[src/rtl/gpio_pkg.sv]
// Shared definitions for the multi-port GPIO block: register offsets,
// the per-port register view and the register read selector.
package gpio_pkg;

  localparam int MAX_W = 8;

  localparam logic [2:0] REG_DATA  = 3'd0;
  localparam logic [2:0] REG_DDR   = 3'd1;
  localparam logic [2:0] REG_IEN   = 3'd2;
  localparam logic [2:0] REG_IPOL  = 3'd3;
  localparam logic [2:0] REG_IFLAG = 3'd4;

  // Fields are sized for the widest supported port; narrower ports zero-extend.
  typedef struct packed {
    logic [MAX_W-1:0] data;
    logic [MAX_W-1:0] ddr;
    logic [MAX_W-1:0] ien;
    logic [MAX_W-1:0] ipol;
    logic [MAX_W-1:0] iflag;
  } port_regs_t;

  function automatic logic [MAX_W-1:0] reg_read(input port_regs_t r, input logic [2:0] off);
    logic [MAX_W-1:0] val;
    case (off)
      REG_DATA:  val = r.data;
      REG_DDR:   val = r.ddr;
      REG_IEN:   val = r.ien;
      REG_IPOL:  val = r.ipol;
      REG_IFLAG: val = r.iflag;
      default:   val = '0;
    endcase
    return val;
  endfunction

endpackage

[src/rtl/gpio_edge_detect.sv]
// Per-pin edge detector with selectable polarity and sticky write-1-to-clear
// flags; a newly detected edge overrides a clear in the same cycle.
module gpio_edge_detect
  import gpio_pkg::*;
#(
  parameter int WIDTH = 8
) (
  input  logic             clk,
  input  logic             rst,
  input  logic [WIDTH-1:0] eff,
  input  logic [WIDTH-1:0] prev,
  input  logic [WIDTH-1:0] ipol,
  input  logic [WIDTH-1:0] ien,
  input  logic [WIDTH-1:0] clr,
  output logic [WIDTH-1:0] iflag
);

  logic [WIDTH-1:0] rise;
  logic [WIDTH-1:0] fall;
  logic [WIDTH-1:0] hit;

  always_comb begin
    rise = eff & ~prev;
    fall = ~eff & prev;
    hit  = ien & ((ipol & rise) | (~ipol & fall));
  end

  always_ff @(posedge clk) begin
    if (rst) begin
      iflag <= '0;
    end else begin
      iflag <= (iflag & ~clr) | hit;
    end
  end

endmodule

[src/rtl/gpio_multiport.sv]
// NPORTS x WIDTH bidirectional GPIO with per-port data/direction registers,
// synchronised inputs, edge-triggered sticky interrupt flags and irq_n.
module gpio_multiport
  import gpio_pkg::*;
#(
  parameter int NPORTS = 2,
  parameter int WIDTH  = 8,
  parameter int AW     = 4
) (
  input  logic                    clk,
  input  logic                    rst,
  input  logic                    cs,
  input  logic                    we_n,
  input  logic [AW-1:0]           A,
  input  logic [WIDTH-1:0]        DI,
  output logic [WIDTH-1:0]        DO,
  output logic                    OE,
  input  logic [NPORTS*WIDTH-1:0] pin_in,
  output logic [NPORTS*WIDTH-1:0] pin_out,
  output logic [NPORTS*WIDTH-1:0] ddr,
  output logic                    irq_n
);

  localparam int IDXW = AW - 3;

  logic [IDXW-1:0]                idx;
  logic [2:0]                     off;
  logic                           wr_en;
  logic                           rd_en;
  logic [NPORTS-1:0]              irq_src;
  port_regs_t [NPORTS-1:0]        view;
  logic [MAX_W-1:0]               rd_val;

  assign idx   = A[AW-1:3];
  assign off   = A[2:0];
  assign wr_en = cs & ~we_n;
  assign rd_en = cs & we_n;

  for (genvar p = 0; p < NPORTS; p++) begin : g_port
    logic             hit;
    logic [WIDTH-1:0] data_r;
    logic [WIDTH-1:0] ddr_r;
    logic [WIDTH-1:0] ien_r;
    logic [WIDTH-1:0] ipol_r;
    logic [WIDTH-1:0] sync_p0;
    logic [WIDTH-1:0] sync_p1;
    logic [WIDTH-1:0] eff;
    logic [WIDTH-1:0] prev_r;
    logic [WIDTH-1:0] clr;
    logic [WIDTH-1:0] iflag;

    assign hit = wr_en && (idx == IDXW'(p));

    always_ff @(posedge clk) begin
      if (rst) begin
        data_r  <= '0;
        ddr_r   <= '0;
        ien_r   <= '0;
        ipol_r  <= '0;
        sync_p0 <= '0;
        sync_p1 <= '0;
        prev_r  <= '0;
      end else begin
        // stage p0/p1: two-flop synchroniser on the raw pads
        sync_p0 <= pin_in[p*WIDTH +: WIDTH];
        sync_p1 <= sync_p0;
        prev_r  <= eff;
        if (hit) begin
          case (off)
            REG_DATA: data_r <= DI;
            REG_DDR:  ddr_r  <= DI;
            REG_IEN:  ien_r  <= DI;
            REG_IPOL: ipol_r <= DI;
            default:  ;
          endcase
        end
      end
    end

    // Output pins see their own driven value, so writes to DATA can self-trigger.
    assign eff = (ddr_r & data_r) | (~ddr_r & sync_p1);
    assign clr = (hit && off == REG_IFLAG) ? DI : '0;

    gpio_edge_detect #(.WIDTH(WIDTH)) u_edge (
      .clk   (clk),
      .rst   (rst),
      .eff   (eff),
      .prev  (prev_r),
      .ipol  (ipol_r),
      .ien   (ien_r),
      .clr   (clr),
      .iflag (iflag)
    );

    assign irq_src[p]                = |(iflag & ien_r);
    assign pin_out[p*WIDTH +: WIDTH] = data_r;
    assign ddr[p*WIDTH +: WIDTH]     = ddr_r;
    assign view[p] = '{data:  MAX_W'(eff),
                       ddr:   MAX_W'(ddr_r),
                       ien:   MAX_W'(ien_r),
                       ipol:  MAX_W'(ipol_r),
                       iflag: MAX_W'(iflag)};
  end

  // Out-of-range port indices match no port and read as zero.
  always_comb begin
    rd_val = '0;
    for (int p = 0; p < NPORTS; p++) begin
      if (idx == IDXW'(p)) begin
        rd_val = reg_read(view[p], off);
      end
    end
  end

  always_ff @(posedge clk) begin
    if (rst) begin
      DO <= '0;
      OE <= 1'b0;
    end else begin
      // stage p2: registered bus read
      OE <= rd_en;
      if (rd_en) begin
        DO <= rd_val[WIDTH-1:0];
      end
    end
  end

  assign irq_n = ~|irq_src;

endmodule

[config.mk]
export PLATFORM = sky130hd
export DESIGN_NAME = gpio_multiport
export DESIGN_NICKNAME = d
export VERILOG_FILES = /design/src/rtl/gpio_pkg.sv /design/src/rtl/gpio_edge_detect.sv /design/src/rtl/gpio_multiport.sv
export SDC_FILE = /design/constraint.sdc
export NUM_CORES = 1
export LEC_CHECK = 0
export CAP_MARGIN = 20
export CORE_UTILIZATION = 55
export DETAILED_ROUTE_END_ITERATION = 8
export GPL_ROUTABILITY_DRIVEN = 0
export PLACE_DENSITY = 0.78
export SYNTH_ARGS = -nofsm -noshare
export SYNTH_HDL_FRONTEND = slang
export SYNTH_SLANG_ARGS = --single-unit
[constraint.sdc]
create_clock -name clk -period 1.9 [get_ports clk]
set_clock_uncertainty 0.2 [all_clocks]
set_input_delay 0.38 -clock clk [delete_from_list [all_inputs] [get_ports clk]]
set_output_delay 0.38 -clock clk [all_outputs]
set_load 0.05 [all_outputs]
==> impl.org, run 1 <==
** Timing
- Min cycle time layout :: approximately 2400 ps
- The total count of max-transition violations in the final report came to 0.
- The number of hold-slack violations in the final timing report came to 0.
- Relative slew slack :: 0.440
- Smallest hold slack :: between 150 and 200 ps
- Of the available clock period, the critical path in the final layout requires 1.28.
- F_max :: ~0.4 GHz
- At the pin with the least slew margin, the transition time is approximately 840 ps.
- Count of final setup violators :: 1
- Worst setup margin :: -539 ps
- In the final timing run, aggregate negative setup slack is -539 ps.
- Setup repair after global routing missed its margin :: true

** Global route
- Vias in the first global route :: about 5.3k
- Remaining global-route overflow :: 0
- The number of antenna violations at the first check in global routing came to 0.
- Pin count of the biggest net entering global routing :: 71
- Across every metal layer, demand over resource in global routing totals 0.308.
- The first global-routing pass estimated 26.6 mm of wire.

** Power and ir drop
- Of the total power, combinational logic draws 0.076.
- Switching share of total power :: 0.219
- Relative contribution of sequential cells to total power :: 0.423
- Static Leakage :: about 3.1 nW
- Total power for the finished layout comes to about 7 mW.
- Cell internal power was estimated by the tool at 5.46 mW.
- In this run the power spent charging and discharging nets is about 1.5 mW.
- VDD sags by at most roughly 0.00079 V.
- In this run the power density over the cells is 880 nW/um^2.
- Of the total power, the clock network draws 0.500.

** Setup path
- STA puts the critical path data required time at about 1300 ps.
- Together, buffers and inverters on the worst path number 1.
- Biggest fanout along the worst timing path :: 2
- Critical-path cell with the highest stage delay :: dfxtp_1
- The worst setup path is launched from a register.
- Ordered cell list for the critical path :: a22o_1, a221oi_2, nand3_2, nor2_4, buf_12
- Critical path start-end classification :: register to output port
- CP Data Arrival Time :: roughly 1900 ps
- Slowest cell delay on critical path :: between 300 and 400 ps
- Kind of cell adding the most delay to the critical path :: compound AO/OA/AOI/OAI gates
- The worst setup path is captured at an output port.

** CTS
- # H-tree levels :: 4
- Root buffer cell :: clkbuf_8
- Counting along the longest clock path gives a buffer depth of 2.
- Clock tree synthesis inserted a total of 17 buffers.
- For this design, the sink count on the clock tree is 137.
- Post-CTS Setup Bufs :: 0
- TritonCTS built the clock tree.
- Clock insertion delay at the later pin of the skew report :: around 540 ps
- After clock tree synthesis, the clock-pin slew on the worst setup and hold paths is ~60 ps.

** Outcome
- The run finished, with violations left.
- Violated checks :: setup timing

** Floorplanning
- The initialized floorplan defines 37 standard-cell rows.
- Area of the core region :: around 10000 sq um
- Effective utilization at floorplan :: 0.569
- Number of top-level design ports :: 74
- Die Wd :: roughly 110 um
- DIE AREA :: 11200 sq um
- The floorplan step set the die height to about 110 um.

** Place
- In this run the tool buffered the top-level ports with 73 buffer cells.
- At the placement stage, the worst setup path has a slack of -500 ps.
- Placed Area :: about 7300 sq um
- Once detailed placement completed, the half-perimeter wirelength came to around 11 mm.
- Once placement completed, the tool counted placed cells totaling about 860.

** Synth
- Of the total synthesized cell area, the portion taken by XOR and XNOR cells is 0.
- Synthesized instance count :: about 650
- Yosys mapped a number of flops with a built-in enable equal to 0.
- By area, the combinational part of the netlist is dominated by simple AND/OR/NAND/NOR gates.
- Of the total synthesized cell area, the portion taken by AND, OR, NAND and NOR gates is 0.224.
- Dividing the synthesized area by the synthesized cell count gives 9.15 sq um.
- Mux contribution to synthesized area :: 0.118
- Seq cells post-synth :: 137
- Count of cell types in the netlist :: 42
- Share of the synthesized area in the top cell type :: 0.465
- Synthesized-area fraction occupied by adder cells :: 0
- Mapped Nets :: 677
- After synthesis, the cell types taking the most area are dfxtp_1, mux2i_1, nor2b_1, nand3_1, nor2_1.
- Cell area after technology mapping :: 5900 sq um
- Yosys warning total :: 0
- Complex-gate fraction of the synthesized area :: 0.149
- The largest total area in the synthesized netlist belongs to dfxtp_1.
- Of the synthesized area, sequential elements account for 0.465.
- Of all flip-flops after synthesis, the portion carrying an async set or reset was 0.
- Among all flip-flop cells after synthesis, the most frequent one is dfxtp_1.

** Drt
- The final route contains 5353 vias.
- Dividing the detail-routed wire length by the instance count gives approximately 18 um.
- Wire length reported by the detailed router :: approximately 16 mm
- After detailed routing, the number of vias per cell comes to between 5 and 6.
- After the first detailed-routing iteration, the DRC count stood at slightly below 400.
- For this run, design rule violations remaining after detail routing come to 0.
- Antenna viol nets, final :: 0
- Drt pass-1 iters :: 5

** Layout
- The area growth from synthesis to layout is 34.5%.
- Share of post-route cells with drive strength above 1 :: 0.200
- After the flow finishes, the layout carries non-filler instances totaling about 900.
- Ant diodes :: 0
- Final standard cell area without fillers :: between 7000 and 8000 sq um
- Count of nets after finishing :: just under 800
- Measured on the finished design, the core utilization comes to 0.766.
- Number of inserted filler cells in the final layout :: ~740

** Run
- Count of max-cap constraint violations :: 0

** Worst hold path
- The worst hold path belongs to the class primary input to register.
## state kept, by name, summed over array words and instances (netlist names)
register	flops
g_port.sync_p0	16
DO	8
g_port.u_edge.iflag	16
g_port.ien_r	16
g_port.ipol_r	16
g_port.ddr_r	16
g_port.sync_p1	16
g_port.data_r	16
g_port.prev_r	16
OE	1
## placed cells by master (no fill, tap or decap), drive strengths merged, types with 2 or more instances in the layout
cell type	synthesis	layout
a21boi	3	3
mux2i	66	66
clkbuf	25	23
nand2	44	44
o31a	3	3
o21ai	18	18
or3b	2	2
nor3b	8	8
buf	23	101
o211ai	6	6
a22oi	24	24
or2	2	2
a21oi	40	40
nor2b	42	42
dfxtp	137	137
mux2	3	3
a22o	2	2
nor2	67	67
a32o	9	9
a211o	7	7
and3b	4	4
and2	3	3
a32oi	2	2
a221oi	5	5
o21a	4	4
nand2b	29	29
nand3	53	53
clkdlybuf4s50	0	29
inv	5	5
bufinv	0	4
clkinv	0	4
o2bb2ai	2	2
## path summary, 6_finish.rpt
check             cells after the start              endpoint                       from  slack (ps)
hold / removal                        2  g_port[0].sync_p0[0]                  pin_in[0]         190
setup / recovery                      5                 irq_n  g_port[1].u_edge.iflag[0]        -540
setup reg to reg                      4                 DO[0]         g_port[1].ddr_r[0]         250
hold reg to reg                       1  g_port[1].sync_p1[5]       g_port[1].sync_p0[5]         240
## power groups by stage
| stage | clock, mW | combinational, mW | sequential, mW |
|---|---|---|---|
| floorplan | 0 | 0.263 | 3.04 |
| global placement | 0 | 0.506 | 3.02 |
| detailed placement | 0 | 0.520 | 3.02 |
| CTS | 3.51 | 0.526 | 2.96 |
| global route | 3.65 | 0.568 | 2.96 |
| finish | 3.50 | 0.534 | 2.96 |
## logic make-up after synthesis
kind of cell,after synthesis
AND/OR/NAND/NOR,257
flip-flops,137
AO/OA/AOI/OAI,129
multiplexers,69
buffers and inverters,53
## Yosys cell counts, drive strengths merged (4+ instances only)
master	number
and3b	4
o21ai	18
nor2b	42
a32o	9
dfxtp	137
mux2i	66
nand2	44
nor2	67
clkbuf	25
nand2b	29
a21oi	40
o21a	4
nand3	53
inv	5
o211ai	6
nor3b	8
a22oi	24
a221oi	5
buf	23
a211o	7
## layer usage
metal | vias up | wire length [um] | track usage
li1 | 2478 | - | -
met1 | 2592 | 6550 | 0.374
met2 | 231 | 8190 | 0.515
met3 | 52 | 1240 | 0.0835
met4 | 0 | 439 | 0.129
met5 | - | 0 | 0
## cell type report
cell class / count / area [sq um] / share of cell area
tap: 136 / 170 / 0.0214
timing repair buffer: 132 / 1450 / 0.182
inverter: 5 / 18.8 / 0.00236
clock buffer: 23 / 487 / 0.0613
multi-input combinational: 455 / 2930 / 0.369
clock inverter: 8 / 140 / 0.0177
sequential: 137 / 2750 / 0.346
## timing repair
| item | in CTS | in global routing |
|---|---|---|
| hold endpoints to repair | 1 | 0 |
| gates cloned | 0 | 0 |
| setup endpoints to repair | 1 | 4 |
| hold buffers | 1 | 0 |
| gates resized for setup | 2 | 5 |
| pin swaps | 3 | 3 |
Power figures use the tool's default switching activity.
==> run 2, diff against run 1 <==
--- a/config.mk
+++ b/config.mk
@@ -13,3 +13,4 @@
 export SYNTH_ARGS = -nofsm -noshare
 export SYNTH_HDL_FRONTEND = slang
 export SYNTH_SLANG_ARGS = --single-unit
+export TNS_END_PERCENT = 1
==> run 2 against run 1 <==
  * Hold slack gained 13 ps
  * The run still ends with setup timing left
  * Sequential power is essentially flat
  * Cell area grew 1.6%
  * Clock power shrank 6.3%
  * Register-to-register slack is essentially flat
  * Die area is the same
==> impl.org, run 2 (synthesized netlist as in run 1, its figures left out) <==
** CTS
- Clock insertion delay at the later pin of the skew report :: 520 ps
- TritonCTS built the clock tree.
- Longest Clk Path Bufs :: 2
- The H-tree was split into 4 levels.
- Sink Count :: 137
- CTS Buf Count :: 17
- Post-CTS Setup Bufs :: 0
- Clock tree synthesis selected as its root buffer the cell clkbuf_8.
- Clock-pin slew on the worst setup and hold paths :: roughly 60 ps

** Setup path
- Setup slack of the worst register-to-register path :: approximately 250 ps
- In this run the critical register-to-register path is launched from g_port[1].ddr_r[0].
- Kind of cell adding the most delay to the critical path :: compound AO/OA/AOI/OAI gates
- STA classifies the critical path startpoint as a register.
- Tracing the worst setup path back leads to its startpoint at g_port[1].ien_r[0].
- Together, buffers and inverters on the worst path number 1.
- The largest single stage delay on the critical path is between 300 and 400 ps.
- The critical path runs through a total of 5 cells.
- Required time of the critical path :: roughly 1300 ps
- Biggest fanout along the worst timing path :: 2
- Critical-path cell with the highest stage delay :: dfxtp_1
- CP Data Arrival Time :: between 1500 and 2000 ps
- Capturing element type of the critical path :: output port
- End of the worst register-to-register path :: DO[0]
- Ordered cell list for the critical path :: a22o_1, a221oi_2, nand3_2, nor2_4, buf_12
- The critical path ends at irq_n.
- Critical path start-end classification :: register to output port
- The number of cells on the worst reg-to-reg path is 4.

** Timing
- Final count of hold timing violations :: 0
- Post-route clock period utilization :: 1.28
- The worst pin sits at a relative slew slack of 0.416.
- Min cycle time layout :: ~2400 ps
- Setup slack on the critical path of the routed design comes to -536 ps.
- Count of final setup violators :: 1
- Timing would allow up to between 0.4 and 0.5 GHz.
- Number of max-slew violations in the final report :: 0
- Setup repair after global routing could not meet its margin everywhere.
- For the pin with the worst max-slew slack, the measured transition is 876 ps.
- Hold is met by between 200 and 250 ps.
- After routing, the total negative slack on setup checks comes to -536 ps.

** Layout
- The number of antenna diodes in the final layout is 0.
- Leaving out fill and tap cells, the most frequent cells in the layout are dfxtp_1, buf_4, nor2_1.
- The library cell used most frequently in the layout, excluding fill and tap cells, is dfxtp_1.
- After the flow finishes, the layout carries non-filler instances totaling roughly 900.
- Once layout is complete, the utilization of the core stands at 0.778.
- Count of nets after finishing :: ~800
- From synthesis to final layout, the design area changed by 36.7%.
- Share of post-route cells with drive strength above 1 :: 0.221

** Drt
- After detailed routing, the average wire length per cell comes to 18.6 um.
- Detail-routed via count per cell :: approximately 6
- Final routed DRC violation total :: 0
- The final layout contains routed wiring with a total length of 17.0 mm.
- The pre-antenna-repair detailed-routing pass consisted of 5 iterations.
- Drt initial violations :: about 460
- Once detail routing completed, the nets flagged for antenna violations numbered 0.
- The routed layout has 5468 vias.

** Floorplanning
- The floorplan has 37 rows.
- Area of the core region :: a little over 10000 sq um
- Die Wd :: roughly 110 um
- In this run the count of I/O pins placed on the die edge is 74.
- DIE AREA :: 11200 sq um
- From bottom edge to top edge, the die measures roughly 110 um.
- Effective utilization at floorplan :: 0.569

** Power and ir drop
- Combinational cell fraction of total power :: 0.082
- For this design the total switching power over the nets is 1.57 mW.
- Of the total power, the share spent switching nets is 0.231.
- In this run the power density over the cells is 843 nW/um^2.
- The internal portion of the total power is 5.23 mW.
- IR analysis of the VDD net gives a maximum drop of ~0.00074 V.
- Static Leakage :: approximately 3.2 nW
- Relative contribution of sequential cells to total power :: 0.435
- Clock network fraction of design power :: 0.483

** Worst hold path
- The tightest min-delay check is of the primary input to register type.
- The worst hold path passes through 2 cells.
- The worst hold path begins at pin_in[0].

** Outcome
- The flow ran to the end, but the final reports show violations.
- The checks that failed: setup timing.

** Global route
- Pin count of the biggest net entering global routing :: 127
- For this run the aggregate overflow at the end of global routing stands at 0.
- In the global route stage, overall resource usage came out at 0.321.
- Initial antenna violation count :: 0
- Vias in the first global route :: between 5k and 6k
- Global-route wire length before repair :: 28.0 mm

** Place
- Dpl cells :: a little under 900
- Prior to clock tree synthesis, the placed netlist has a worst setup slack of -563 ps.
- The count of buffers added on input and output ports is 73.
- Detailed placement ended at an HPWL of roughly 12 mm.

** Run
- Across the run, the number of max-cap violations was 0.
run 2: cell types whose count changed in the layout (fill, tap and decap cells not counted), moves of 2 or more:
cell        before  now
dfxtp_2          4    0
a221oi_2         2    4
clkinvlp_4       0    6
dfxtp_1        133  137
a221oi_1         3    1
clkbuf_8         6    3
buf_4           71   87
run 2: layout make-up:
type                    count  area [sq um]
clock buffers              19           442
clock inverters            12           150
fillers                   711          2300
inverters                   5          18.8
multi-input cells         455          2960
flip-flops and latches    137          2740
well taps                 136           170
repair buffers            149          1590
run 2: per-layer routing:
metal | global-route usage | share of wire | wire length (um) | vias up
met5 | 0 | 0 | 0 | -
met4 | 0.154 | 0.026 | 442 | 0
met3 | 0.0841 | 0.075 | 1270 | 40
met2 | 0.539 | 0.50 | 8470 | 254
met1 | 0.383 | 0.40 | 6790 | 2664
li1 | - | - | - | 2510
run 2: worst min path at each step:
| stage | end | slack (ps) |
|---|---|---|
| detailed placement | g_port[1].sync_p1[0] | 220 |
| finish | g_port[0].sync_p0[0] | 210 |
| global route | g_port[0].sync_p0[4] | 200 |
| floorplan | g_port[0].sync_p1[0] | 210 |
| CTS | g_port[0].sync_p0[0] | 200 |
| global placement | g_port[0].sync_p1[2] | 220 |
run 2: worst reg2reg max path, delay by kind of cell, from the launching register on:
kind | cells | cell delay, ps
multiplexers | 1 | 290
flip-flops | 1 | 450
AO/OA/AOI/OAI | 2 | 480
AND/OR/NAND/NOR | 1 | 120
run 2: stage by stage:
stage / cell area, sq um / power, mW
CTS: 8030 / 6.80
global route: 8070 / 7.01
global placement: 7410 / 3.54
floorplan: 5910 / 3.31
finish: 8070 / 6.80
detailed placement: 7410 / 3.56
run 2: power groups by stage:
stage	combinational [mW]	clock [mW]	sequential [mW]
after floorplan	0.263	0	3.04
after global placement	0.522	0	3.02
after detailed placement	0.538	0	3.02
after CTS	0.543	3.30	2.96
after global routing	0.594	3.45	2.96
final	0.560	3.28	2.96
run 2: repair_timing:
| item | CTS | global route |
|---|---|---|
| endpoints found under the hold margin | 2 | 0 |
| setup endpoints to repair | 4 | 26 |
| hold buffers | 1 | 0 |
| resized for setup | 4 | 12 |
| pin swaps | 4 | 1 |
